### config.mk
export PLATFORM = sky130hd
export DESIGN_NAME = issue_scoreboard
export DESIGN_NICKNAME = d
export VERILOG_FILES = /design/src/rtl/issue_scoreboard_pkg.sv /design/src/rtl/issue_scoreboard_pipe_reg.sv /design/src/rtl/issue_scoreboard.sv
export SDC_FILE = /design/constraint.sdc
export NUM_CORES = 1
export LEC_CHECK = 0
export ABC_AREA = 1
export CORE_MARGIN = 2
export CORE_UTILIZATION = 40
export DETAILED_ROUTE_END_ITERATION = 8
export PLACE_DENSITY = 0.67
export SETUP_SLACK_MARGIN = 0.15
export SYNTH_ARGS = -nofsm -noshare
export SYNTH_HDL_FRONTEND = slang
export SYNTH_SLANG_ARGS = --single-unit
export TNS_END_PERCENT = 20
### constraint.sdc
create_clock -name clk -period 2.95 [get_ports clk]
set_input_delay 0.4425 -clock clk [delete_from_list [all_inputs] [get_ports clk]]
set_output_delay 0.4425 -clock clk [all_outputs]
set_load 0.02 [all_outputs]
### src/rtl/issue_scoreboard_pkg.sv
// Shared types and widths for the issue-slot register scoreboard.
package issue_scoreboard_pkg;

    localparam int unsigned ISSUE_RATIO = 4;
    localparam int unsigned WIS_W       = 2;
    localparam int unsigned NUM_REGS    = 64;
    localparam int unsigned NR_BITS     = 6;
    localparam int unsigned PAYLOAD_W   = 128;

    localparam int unsigned SB_REQ_W    = PAYLOAD_W + 1 + WIS_W + 4 * NR_BITS;
    localparam int unsigned OUT_W       = PAYLOAD_W + 2 + WIS_W + 4 * NR_BITS;

    // Field order matches the operand-fetch bus: {payload, wb, wis, rd, rs1, rs2, rs3}
    typedef struct packed {
        logic [PAYLOAD_W-1:0] payload;
        logic                 wb;
        logic [WIS_W-1:0]     wis;
        logic [NR_BITS-1:0]   rd;
        logic [NR_BITS-1:0]   rs1;
        logic [NR_BITS-1:0]   rs2;
        logic [NR_BITS-1:0]   rs3;
    } sb_req_t;

endpackage

### src/rtl/issue_scoreboard_pipe_reg.sv
// One-entry valid/ready register; refills in the same cycle it drains.
module sb_pipe_reg #(
    parameter int unsigned W = 8
) (
    input  logic         clk,
    input  logic         reset,
    input  logic         in_valid,
    output logic         in_ready,
    input  logic [W-1:0] in_data,
    output logic         out_valid,
    input  logic         out_ready,
    output logic [W-1:0] out_data
);

    assign in_ready = ~out_valid | out_ready;

    always_ff @(posedge clk) begin
        if (reset) begin
            out_valid <= 1'b0;
            out_data  <= '0;
        end else if (in_valid & in_ready) begin
            out_valid <= 1'b1;
            out_data  <= in_data;
        end else if (out_ready) begin
            out_valid <= 1'b0;
        end
    end

endmodule

### src/rtl/issue_scoreboard.sv
// Per-issue-slot register scoreboard: holds RAW/WAW hazards, forwards clean instructions.
// Optional SCOREBOARD_PERF_EN adds a saturating stall counter and a per-warp stall-timeout check.
module issue_scoreboard
    import issue_scoreboard_pkg::*;
(
    input  logic                 clk,
    input  logic                 reset,
    input  logic                 ibuf_valid,
    output logic                 ibuf_ready,
    input  logic [WIS_W-1:0]     ibuf_wis,
    input  logic                 ibuf_wb,
    input  logic [NR_BITS-1:0]   ibuf_rd,
    input  logic [NR_BITS-1:0]   ibuf_rs1,
    input  logic [NR_BITS-1:0]   ibuf_rs2,
    input  logic [NR_BITS-1:0]   ibuf_rs3,
    input  logic [PAYLOAD_W-1:0] ibuf_data,
    input  logic                 wb_valid,
    input  logic [WIS_W-1:0]     wb_wis,
    input  logic [NR_BITS-1:0]   wb_rd,
    input  logic                 wb_eop,
    output logic                 out_valid,
    input  logic                 out_ready,
`ifdef SCOREBOARD_PERF_EN
    output logic [31:0]          perf_stalls,
`endif
    output logic [OUT_W-1:0]     out_data
);

    logic [NUM_REGS-1:0]    inuse [ISSUE_RATIO];
    logic                   hazard;
    logic                   pipe_in_valid;
    logic                   pipe_in_ready;
    logic                   fire;
    logic                   set_en;
    logic                   clr_en;
    logic [ISSUE_RATIO-1:0] set_wis_oh;
    logic [ISSUE_RATIO-1:0] clr_wis_oh;
    logic [NUM_REGS-1:0]    set_reg_oh;
    logic [NUM_REGS-1:0]    clr_reg_oh;
    sb_req_t                req;

    always_comb begin
        req         = '0;
        req.payload = ibuf_data;
        req.wb      = ibuf_wb;
        req.wis     = ibuf_wis;
        req.rd      = ibuf_rd;
        req.rs1     = ibuf_rs1;
        req.rs2     = ibuf_rs2;
        req.rs3     = ibuf_rs3;
    end

    // Bit 0 of every warp is never set, so r0 can never raise a hazard.
    assign hazard = inuse[ibuf_wis][ibuf_rs1]
                  | inuse[ibuf_wis][ibuf_rs2]
                  | inuse[ibuf_wis][ibuf_rs3]
                  | (ibuf_wb & inuse[ibuf_wis][ibuf_rd]);

    assign pipe_in_valid = ~reset & ibuf_valid & ~hazard;
    assign ibuf_ready    = pipe_in_valid & pipe_in_ready;
    assign fire          = ibuf_ready;

    assign set_en     = fire & ibuf_wb & (ibuf_rd != '0);
    assign clr_en     = wb_valid & wb_eop & (wb_rd != '0);
    assign set_wis_oh = set_en ? (ISSUE_RATIO'(1) << ibuf_wis) : '0;
    assign clr_wis_oh = clr_en ? (ISSUE_RATIO'(1) << wb_wis) : '0;
    assign set_reg_oh = NUM_REGS'(1) << ibuf_rd;
    assign clr_reg_oh = NUM_REGS'(1) << wb_rd;

    // Clear is applied first so a same-cycle claim by a new instruction wins.
    always_ff @(posedge clk) begin
        for (int unsigned w = 0; w < ISSUE_RATIO; w++) begin
            if (reset) begin
                inuse[w] <= '0;
            end else begin
                inuse[w] <= (inuse[w] & ~({NUM_REGS{clr_wis_oh[w]}} & clr_reg_oh))
                          | ({NUM_REGS{set_wis_oh[w]}} & set_reg_oh);
            end
        end
    end

    sb_pipe_reg #(
        .W (OUT_W)
    ) u_out_reg (
        .clk       (clk),
        .reset     (reset),
        .in_valid  (pipe_in_valid),
        .in_ready  (pipe_in_ready),
        .in_data   ({1'b0, req}),
        .out_valid (out_valid),
        .out_ready (out_ready),
        .out_data  (out_data)
    );

`ifndef SYNTHESIS
    // A release is legitimate if the register is pending or is being claimed in the same cycle.
    always_ff @(posedge clk) begin
        if (!reset && clr_en) begin
            assert (inuse[wb_wis][wb_rd] || (set_en && ibuf_wis == wb_wis && ibuf_rd == wb_rd))
                else $error("issue_scoreboard: eop writeback to idle register wis=%0d rd=%0d",
                            wb_wis, wb_rd);
        end
    end
`endif

`ifdef SCOREBOARD_PERF_EN
    logic stall;

    assign stall = ibuf_valid & hazard;

    always_ff @(posedge clk) begin
        if (reset) begin
            perf_stalls <= '0;
        end else if (stall && perf_stalls != '1) begin
            perf_stalls <= perf_stalls + 32'd1;
        end
    end

`ifndef SYNTHESIS
    localparam int unsigned STALL_TIMEOUT = 10000;
    localparam int unsigned AGE_W         = 14;

    logic [AGE_W-1:0] stall_age [ISSUE_RATIO];

    always_ff @(posedge clk) begin
        for (int unsigned w = 0; w < ISSUE_RATIO; w++) begin
            if (reset) begin
                stall_age[w] <= '0;
            end else if (stall && ibuf_wis == WIS_W'(w)) begin
                assert (stall_age[w] != AGE_W'(STALL_TIMEOUT - 1))
                    else $error("issue_scoreboard: warp %0d stalled for %0d cycles", w, STALL_TIMEOUT);
                if (stall_age[w] != AGE_W'(STALL_TIMEOUT)) begin
                    stall_age[w] <= stall_age[w] + AGE_W'(1);
                end
            end else begin
                stall_age[w] <= '0;
            end
        end
    end
`endif
`endif

endmodule

Word-level counts from Yosys, hierarchy flattened
Memories as Yosys holds them, arrays and structs flattened.
Index checks and enable logic that the tools add are counted.
Storage, ports and cells
  register bits after elaboration: 156
  bits in writable memories: 256
  logic and storage cells: 72
  memories: 1
Memory list
  inuse: words 4, width 64, rd ports 5, clocked after memory_dff 0, wr ports 4, RTL line issue_scoreboard.sv:29  | logic [NUM_REGS-1:0] inuse [ISSUE_RATIO];
Cells by class
  magnitude comparators: 4
  shifts and indexed selects: 4
  multiplexer cells: 19
  bitwise operators: 39
  reduce and logical (&&, ||, !) cells: 3
Operators by type and width (number)
  64-bit AND: 12
  64-bit 2-to-1 mux: 4
  64-bit inverter: 4
  64-bit bitwise OR: 4
  1-bit by 6-bit << shifter with 64-bit output (first input constant): 2
  6-bit by 7-bit less-than comparator with 1-bit output (second input constant): 4
  1-bit binary-select mux with 6-bit select: 4
  6-bit nonzero test: 2
  1-bit 2-to-1 mux: 9
  1-bit AND: 8
  4-bit 2-to-1 mux: 2
  1-bit bitwise OR: 8
  1-bit by 2-bit << shifter with 4-bit output (first input constant): 2
  1-bit inverter: 3
  2-bit nonzero test: 1

Longest topological paths before layout
Gate-level depths: netlist (run 1).
An unclocked memory read counts as a cell.
  depth after elaboration: 15
  gate-level depth with buffers: 23
  depth with buffers taken out: 18

Modules after synthesis
Synthesis (run 1) repeated with hierarchy kept, for this count alone.
Second synthesis, totals
  cells, all modules: 3610
  area, all modules: 23025.8 µm²
Modules (own cells, without submodules)
  issue_scoreboard: instances 1, cells each 2582, area each 15992.8 µm², sequential area each 5124.9 µm²
  sb_pipe_reg: instances 1, cells each 1028, area each 7033.0 µm², sequential area each 3143.0 µm²

Worst setup path after synthesis (run 1)
OpenSTA, ideal clock, no wires.
  path type: input to output
  start: in ibuf_wis[0]
  end: out ibuf_ready
  arrival: 2.509 ns
  path slack: -0.002 ns
  cell stages on the path: 18
  buffers on the path: 4
  path through: buf_2 -> inv_2 -> buf_4 -> buf_2 -> nand2_1 -> nand2_1 -> nand2_1 -> nand2_1 -> a21oi_1 -> o21ai_1 -> a21oi_1 -> nor2_1 -> nor2_1 -> nor2_1 -> nor2_1 -> nand4_4 -> inv_2 -> clkbuf_1
Between the ends
  word-level cells in the longest chain between the ends: 9
  elaborated cells between the ends (all ways): 16
  those cells by class: 8 x mux; 7 x bitwise; 1 x memory
RTL lines
  start, declared: RTL line issue_scoreboard.sv:10  | input logic [WIS_W-1:0] ibuf_wis,
  memory 4 x 64 bit (*)
  1-bit binary-select mux with 6-bit select (on tied branches): RTL line issue_scoreboard.sv:54, issue_scoreboard.sv:55
  1-bit 2-to-1 mux (on tied branches): RTL line issue_scoreboard.sv:54, issue_scoreboard.sv:55
  1-bit bitwise OR: RTL line issue_scoreboard.sv:55  | | inuse[ibuf_wis][ibuf_rs2]
  1-bit bitwise OR: RTL line issue_scoreboard.sv:56  | | inuse[ibuf_wis][ibuf_rs3]
  1-bit bitwise OR (*): RTL line issue_scoreboard.sv:57  | | (ibuf_wb & inuse[ibuf_wis][ibuf_rd]);
  1-bit inverter (*): RTL line issue_scoreboard.sv:59  | assign pipe_in_valid = ~reset & ibuf_valid & ~hazard;
  1-bit AND (*): RTL line issue_scoreboard.sv:59
  1-bit AND (*): RTL line issue_scoreboard.sv:60  | assign ibuf_ready = pipe_in_valid & pipe_in_ready;
  end, declared: RTL line issue_scoreboard.sv:9  | output logic ibuf_ready,
Mark *: on every way between the ends. The rest lies on a longest branch, timed or not. The select of a mux whose other input is x is not followed.

Worst setup path in the final report (run 1)
  start: in ibuf_rs1[1]
  end: out ibuf_ready
Between the ends
  word-level cells in the longest chain between the ends: 8
RTL lines
  start, declared: RTL line issue_scoreboard.sv:13  | input logic [NR_BITS-1:0] ibuf_rs1,
  1-bit binary-select mux with 6-bit select: RTL line issue_scoreboard.sv:54  | assign hazard = inuse[ibuf_wis][ibuf_rs1]
  1-bit 2-to-1 mux (not written as such): RTL line issue_scoreboard.sv:54
  1-bit bitwise OR: RTL line issue_scoreboard.sv:55
  1-bit bitwise OR: RTL line issue_scoreboard.sv:56
  1-bit bitwise OR: RTL line issue_scoreboard.sv:57
  1-bit inverter: RTL line issue_scoreboard.sv:59
  1-bit AND: RTL line issue_scoreboard.sv:59
  1-bit AND: RTL line issue_scoreboard.sv:60
Every way passes these cells. The select of a mux whose other input is x is not followed.

==> results of run 1 <==
metal layers:
metal / part of all wire, % / GRT usage, %
met3: 12 / 7.48
met4: 4.9 / 14.1
met1: 39 / 44.4
met2: 44 / 51.2
met5: 0.011 / 0
final cells by class:
class / count / area [µm²]
multi-input combinational: 2460 / 12100
fill: 5091 / 23200
sequential: 412 / 8250
antenna: 2 / 5.00
clock buffer: 67 / 1320
timing repair buffer: 598 / 6460
clock inverter: 10 / 109
inverter: 66 / 272
tap: 688 / 861
metrics by stage:
step	TNS [ps]	hold WS, ps
global route	-280	86.3
CTS	0	69.0
global placement	-144020	415
detailed placement	-157870	414
finish	0	89.2
floorplan	0	403
where the power goes:
part,switching (mW),total (mW),internal (mW),leakage (nW)
logic,1.16,1.93,0.771,7.08
clock network,2.39,5.64,3.26,0.698
registers,0.0309,5.66,5.63,3.32
worst max path at each step:
stage	to	depth (start not counted)
2_1_floorplan	ibuf_ready	18
3_3_place_gp	inuse[0][10]	22
3_5_place_dp	inuse[0][36]	22
4_1_cts	ibuf_ready	18
5_1_grt	inuse[1][59]	19
6_report	ibuf_ready	14
state kept, by name (all words and copies together), names as in the netlist:
signal,count
inuse,256
u_out_reg.out_valid,1
u_out_reg.out_data,155
logic make-up after synthesis:
kind of cell    Yosys count  synth area share (%)
simple gates           1754                  36.8
buf+inv                 359                  7.28
other cells               1                0.0177
flops                   412                  38.9
compound gates          705                  17.1
repair_timing:
item	CTS	global route
setup buffers	6	9
resized for setup	100	156
hold endpoints to repair	0	0
endpoints found under the setup margin	57	248
pin swaps	18	157
cloned	5	11
cell usage in the layout (no fill, tap or decap), types with 28 or more instances in the layout:
cell	instances
nand3_2	36
nand4_1	276
buf_4	183
o21ai_0	256
a21oi_1	379
nand3_1	346
inv_1	50
nor2_1	132
dfxtp_1	408
buf_12	58
a21oi_2	28
nand2_2	99
clkdlybuf4s50_1	314
nand2_1	830
clkbuf_16	56
worst max-delay path, cell delays in order:
cell and delay, ps:
clkdlybuf4s50_1 540, clkinv_1 130, buf_12 190, nand3_1 120, nand3_2 130, nand3_1 130
nand3_2 120, nand3_1 100, nand3_1 80, nand2_1 80, nor2_2 50, nand4_4 100
clkinv_4 80, buf_6 140
==> results.yml, run 1 <==
timing:
  fin_ws_ps: 66.2
  layout_min_cycle_time_ps: 2880
  slew_headroom_pct: 14.7
  drv_slew: 0
  grt_setup_unrepaired: "yes"
  finalSetupViolations: 0
  timing.fmax_mhz: 347
  fin_crit_sh_pct: 97.8
  hold_viol: 0
  worst_slew_pin_slew_ps: 1280
  worst_clock_skew_ps: 32.0
logic_synthesis:
  yosys.area.top_type_share_pct: 38.9
  synth.area.top_cells: "dfxtp_1 39%, nand2_1 17%, a21oi_1 9.6%"
  synthCells: 3231
  synthDistinctLibCells: 28
  avgSynthCellArea_um2: 6.57
  synth_edf_count: 0
  syn_nets: 3400
  yosysWarnings: 0
  async_flop_share_pct: 0
  ys_seq_area_share_pct: 38.9
  netlist_area_um2: 21200
  ys.flop_type: "dfxtp_1"
  yosys-top-cells-count: "934 x nand2_1, 412 x dfxtp_1, 408 x a21oi_1, 382 x nand3_1, 276 x nand4_1"
  synth.most_common_cell: "nand2_1"
  post-synth-top-area-cell: "dfxtp_1"
  ys_seq_elements: 412
floorplan:
  die_area_um2: 54900
  die_w_um: 234
  initial_utilization_pct: 40.4
  coreArea_um2: 52600
  chipHeight_um: 234
  rows: 84
  ios: 327
run_status:
  outcome: "finished clean"
global_route:
  grt_pass1_wl_mm: 140
  track_usage_pct: 33.1
  antenna_found_initial: 2
  grt_pass1_vias: 22430
  overflow: 0
  grt_max_degree: 216
clocking:
  cts_buffer_depth: 3
  h-tree-depth: 2
  clk_latency_ps: 590
  cts_buffers: 46
  root_buffer: "clkbuf_16"
  path_clk_slew_ps: 60
  holdBufCountCts: 0
  cts.sinks: 412
  cts_tree: "yes"
routing:
  wl_per_cell_um: 22.7
  drc: 0
  dr.pass1.iters: 8
  ant_nets: 0
  drtIter0Drc: 3580
  routed_wl_mm: 97.7
  vias_per_cell: 5.96
  route.vias.total: 25633
place:
  dp_slack_ps: -477
  place_congestion: 1.06
  dp_cells: 4193
  place_hpwl_mm: 65.7
  placed_area_um2: 26600
  portBuffers: 325
power_and_ir_drop:
  leakagePower_nw: 11.1
  ir_drop_uv: 387
  p_total_mw: 13.2
  p_per_area_nw_per_um2: 451
setup_path:
  crit_start: "ibuf_rs1[1]"
  timing.reg2reg.setup_slack_ps: 120
  end_kind: "output pin"
  cp-start-kind: "input pin"
  crit_type: "input pin to output pin"
  arrival_ps: 2440
  r2r-end: "inuse[2][35]"
  r2r_cells: 19
  r2r-start: "inuse[2][50]"
  cp_max_fo: 17
  crit_required_ps: 2510
finish:
  design_area_um2: 29400
  layout-drive-gt1-share_pct: 15.0
  nets: 3753
  final_cells: 4303
  area_growth_syn_to_layout_pct: 38.4
  utilization_pct: 55.9
hold_path:
  min_path_cells: 2
  holdPathEnd: "u_out_reg.out_data[71]"
  hold_start: "reset"
  hold_class: "input pin to register"
run:
  drv_cap: 0
No activity file was read; power rests on OpenSTA's default activity.
==> run 2: changes to the inputs <==
- CORE_MARGIN: 2 -> 3
- CTS_BUF_LIST: default -> sky130_fd_sc_hd__clkbuf_8
==> results.yml, run 2 (synthesized netlist as in run 1, its figures left out) <==
timing:
  grt_setup_unrepaired: "yes"
  worst_slew_pin_slew_ps: 1030
  hold_viol: 0
  timing.fmax_mhz: 332
  fin_crit_sh_pct: 102
  tns_ps: -93.1
  drv_slew: 0
  fin_ws_ps: -63.8
  finalSetupViolations: 2
  layout_min_cycle_time_ps: 3010
  whs_ps: 262
  slew_headroom_pct: 31.6
  worst_clock_skew_ps: 36.3
finish:
  area_growth_syn_to_layout_pct: 41.6
  top_regs: "inuse x256, u_out_reg.out_data x155, u_out_reg.out_valid x1"
  utilization_pct: 57.9
  largest_reg_flops: 256
  most-common-layout-cells: "811 x nand2_1, 397 x dfxtp_1, 378 x a21oi_1, 333 x nand3_1, 315 x clkdlybuf4s50_1"
  design_area_um2: 30100
  layout-drive-gt1-share_pct: 18.0
  final_common_cell: "nand2_1"
  largest-register: "inuse"
  nets: 3827
clocking:
  cts_buffers: 74
  cts_buffer_depth: 3
  root_buffer: "clkbuf_8"
  cts_tree: "yes"
  clk_latency_ps: 670
  h-tree-depth: 3
  cts.sinks: 412
  path_clk_slew_ps: 60
setup_path:
  timing.reg2reg.setup_slack_ps: -30
  crit_required_ps: 2510
  crit_slowest_cell: "dfxtp_2"
  r2r-start: "inuse[0][6]"
  crit_type: "register to output pin"
  cp_max_fo: 3
  cpPeakStageDelay_ps: 330
  r2r-end: "inuse[3][27]"
  cp-start-kind: "register"
  crit_chain: "nand2_2 > nand2_4 > nand2_4 > nand2_4 > o211ai_1 > nand3_2 > nand3_2 > nand3_2 > nand3_2 > nand2_2 > nor2_4 > nand4_4 > inv_8 > buf_12"
  r2r_cells: 19
  arrival_ps: 2570
  crit_top_cell: "nand3_2"
  end_kind: "output pin"
hold_path:
  hold_start: "ibuf_rd[0]"
  hold_class: "input pin to register"
  min_path_cells: 4
  holdPathEnd: "u_out_reg.out_data[18]"
routing:
  routed_wl_mm: 102
  vias_per_cell: 5.98
  drc: 0
  dr.pass1.iters: 6
  drtIter0Drc: 3226
  ant_nets: 0
  route.vias.total: 26234
  wl_per_cell_um: 23.2
power_and_ir_drop:
  ir_drop_uv: 248
  p_per_area_nw_per_um2: 424
  leakagePower_nw: 11.6
global_route:
  grt_pass1_vias: 23467
  antenna_found_initial: 2
  overflow: 0
  track_usage_pct: 33.6
  grt_pass1_wl_mm: 147
  grt_max_degree: 171
floorplan:
  die_area_um2: 55900
  initial_utilization_pct: 40.9
  chipHeight_um: 236
  ios: 327
  rows: 83
  coreArea_um2: 51900
  die_w_um: 236
place:
  place_congestion: 1.03
  place_hpwl_mm: 67.2
  placed_area_um2: 26800
  dp_slack_ps: -589
  portBuffers: 325
run_status:
  outcome: "finished with violations"
  violations: "negative setup slack"
run:
  drv_cap: 0
## run 2: worst max path at each step
stage	startpoint	to	slack, ps	cells past startpoint
final	inuse[0][6]	ibuf_ready	-60	14
after global routing	inuse[0][36]	ibuf_ready	-120	17
after CTS	inuse[0][6]	ibuf_ready	-160	14
after detailed placement	ibuf_rd[0]	u_out_reg.out_data[148]	-590	17
after global placement	ibuf_rd[1]	u_out_reg.out_data[43]	-550	17
after floorplan	ibuf_wis[0]	ibuf_ready	150	18
## run 2: area by class of cell
cell class,instances,area [µm²]
diodes,2,5.00
multi-input cells,2460,12300
inverters,66,274
fillers,4997,21900
clock buffers,87,1200
flip-flops and latches,412,8270
well taps,680,851
repair buffers,644,7020
clock inverters,33,144
## run 2: power by group
group | leakage (nW) | total (mW) | switching, mW | internal (mW)
logic | 7.51 | 2.01 | 1.21 | 0.808
clock network | 0.781 | 5.06 | 2.41 | 2.65
registers | 3.33 | 5.66 | 0.0319 | 5.63
total | 11.6 | 12.7 | 3.65 | 9.09
## run 2: through the flow
stage / instances / total power [mW]
after global routing: 4382 / 13.1
after CTS: 4355 / 12.6
after global placement: 4213 / 7.54
after detailed placement: 4213 / 7.54
final: 4384 / 12.7
after floorplan: 3231 / 6.56
## run 2: per-layer routing
metal  track usage [%]  up-vias  wire [µm]
met3              6.47      290      11700
met1              46.9    12223      41100
met5                 0        -          0
met4              13.1        0       4480
li1                  -    12028          -
met2              51.1     1693      44400
## run 2: repair_timing
item,CTS,global route
gates resized for setup,48,263
gates cloned,9,17
pin swaps,27,92
setup endpoints to repair,348,408
hold buffers,1,0
hold endpoints to repair,5,0
setup buffers,12,10
## run 2: worst max-delay path, delay by kind of cell, from the launching register on
| kind | cells | cell delay, ps |
|---|---|---|
| buffers and inverters | 2 | 210 |
| and+or+nand+nor | 11 | 1060 |
| AOI/OAI and AO/OA | 1 | 280 |
| DFF | 1 | 330 |
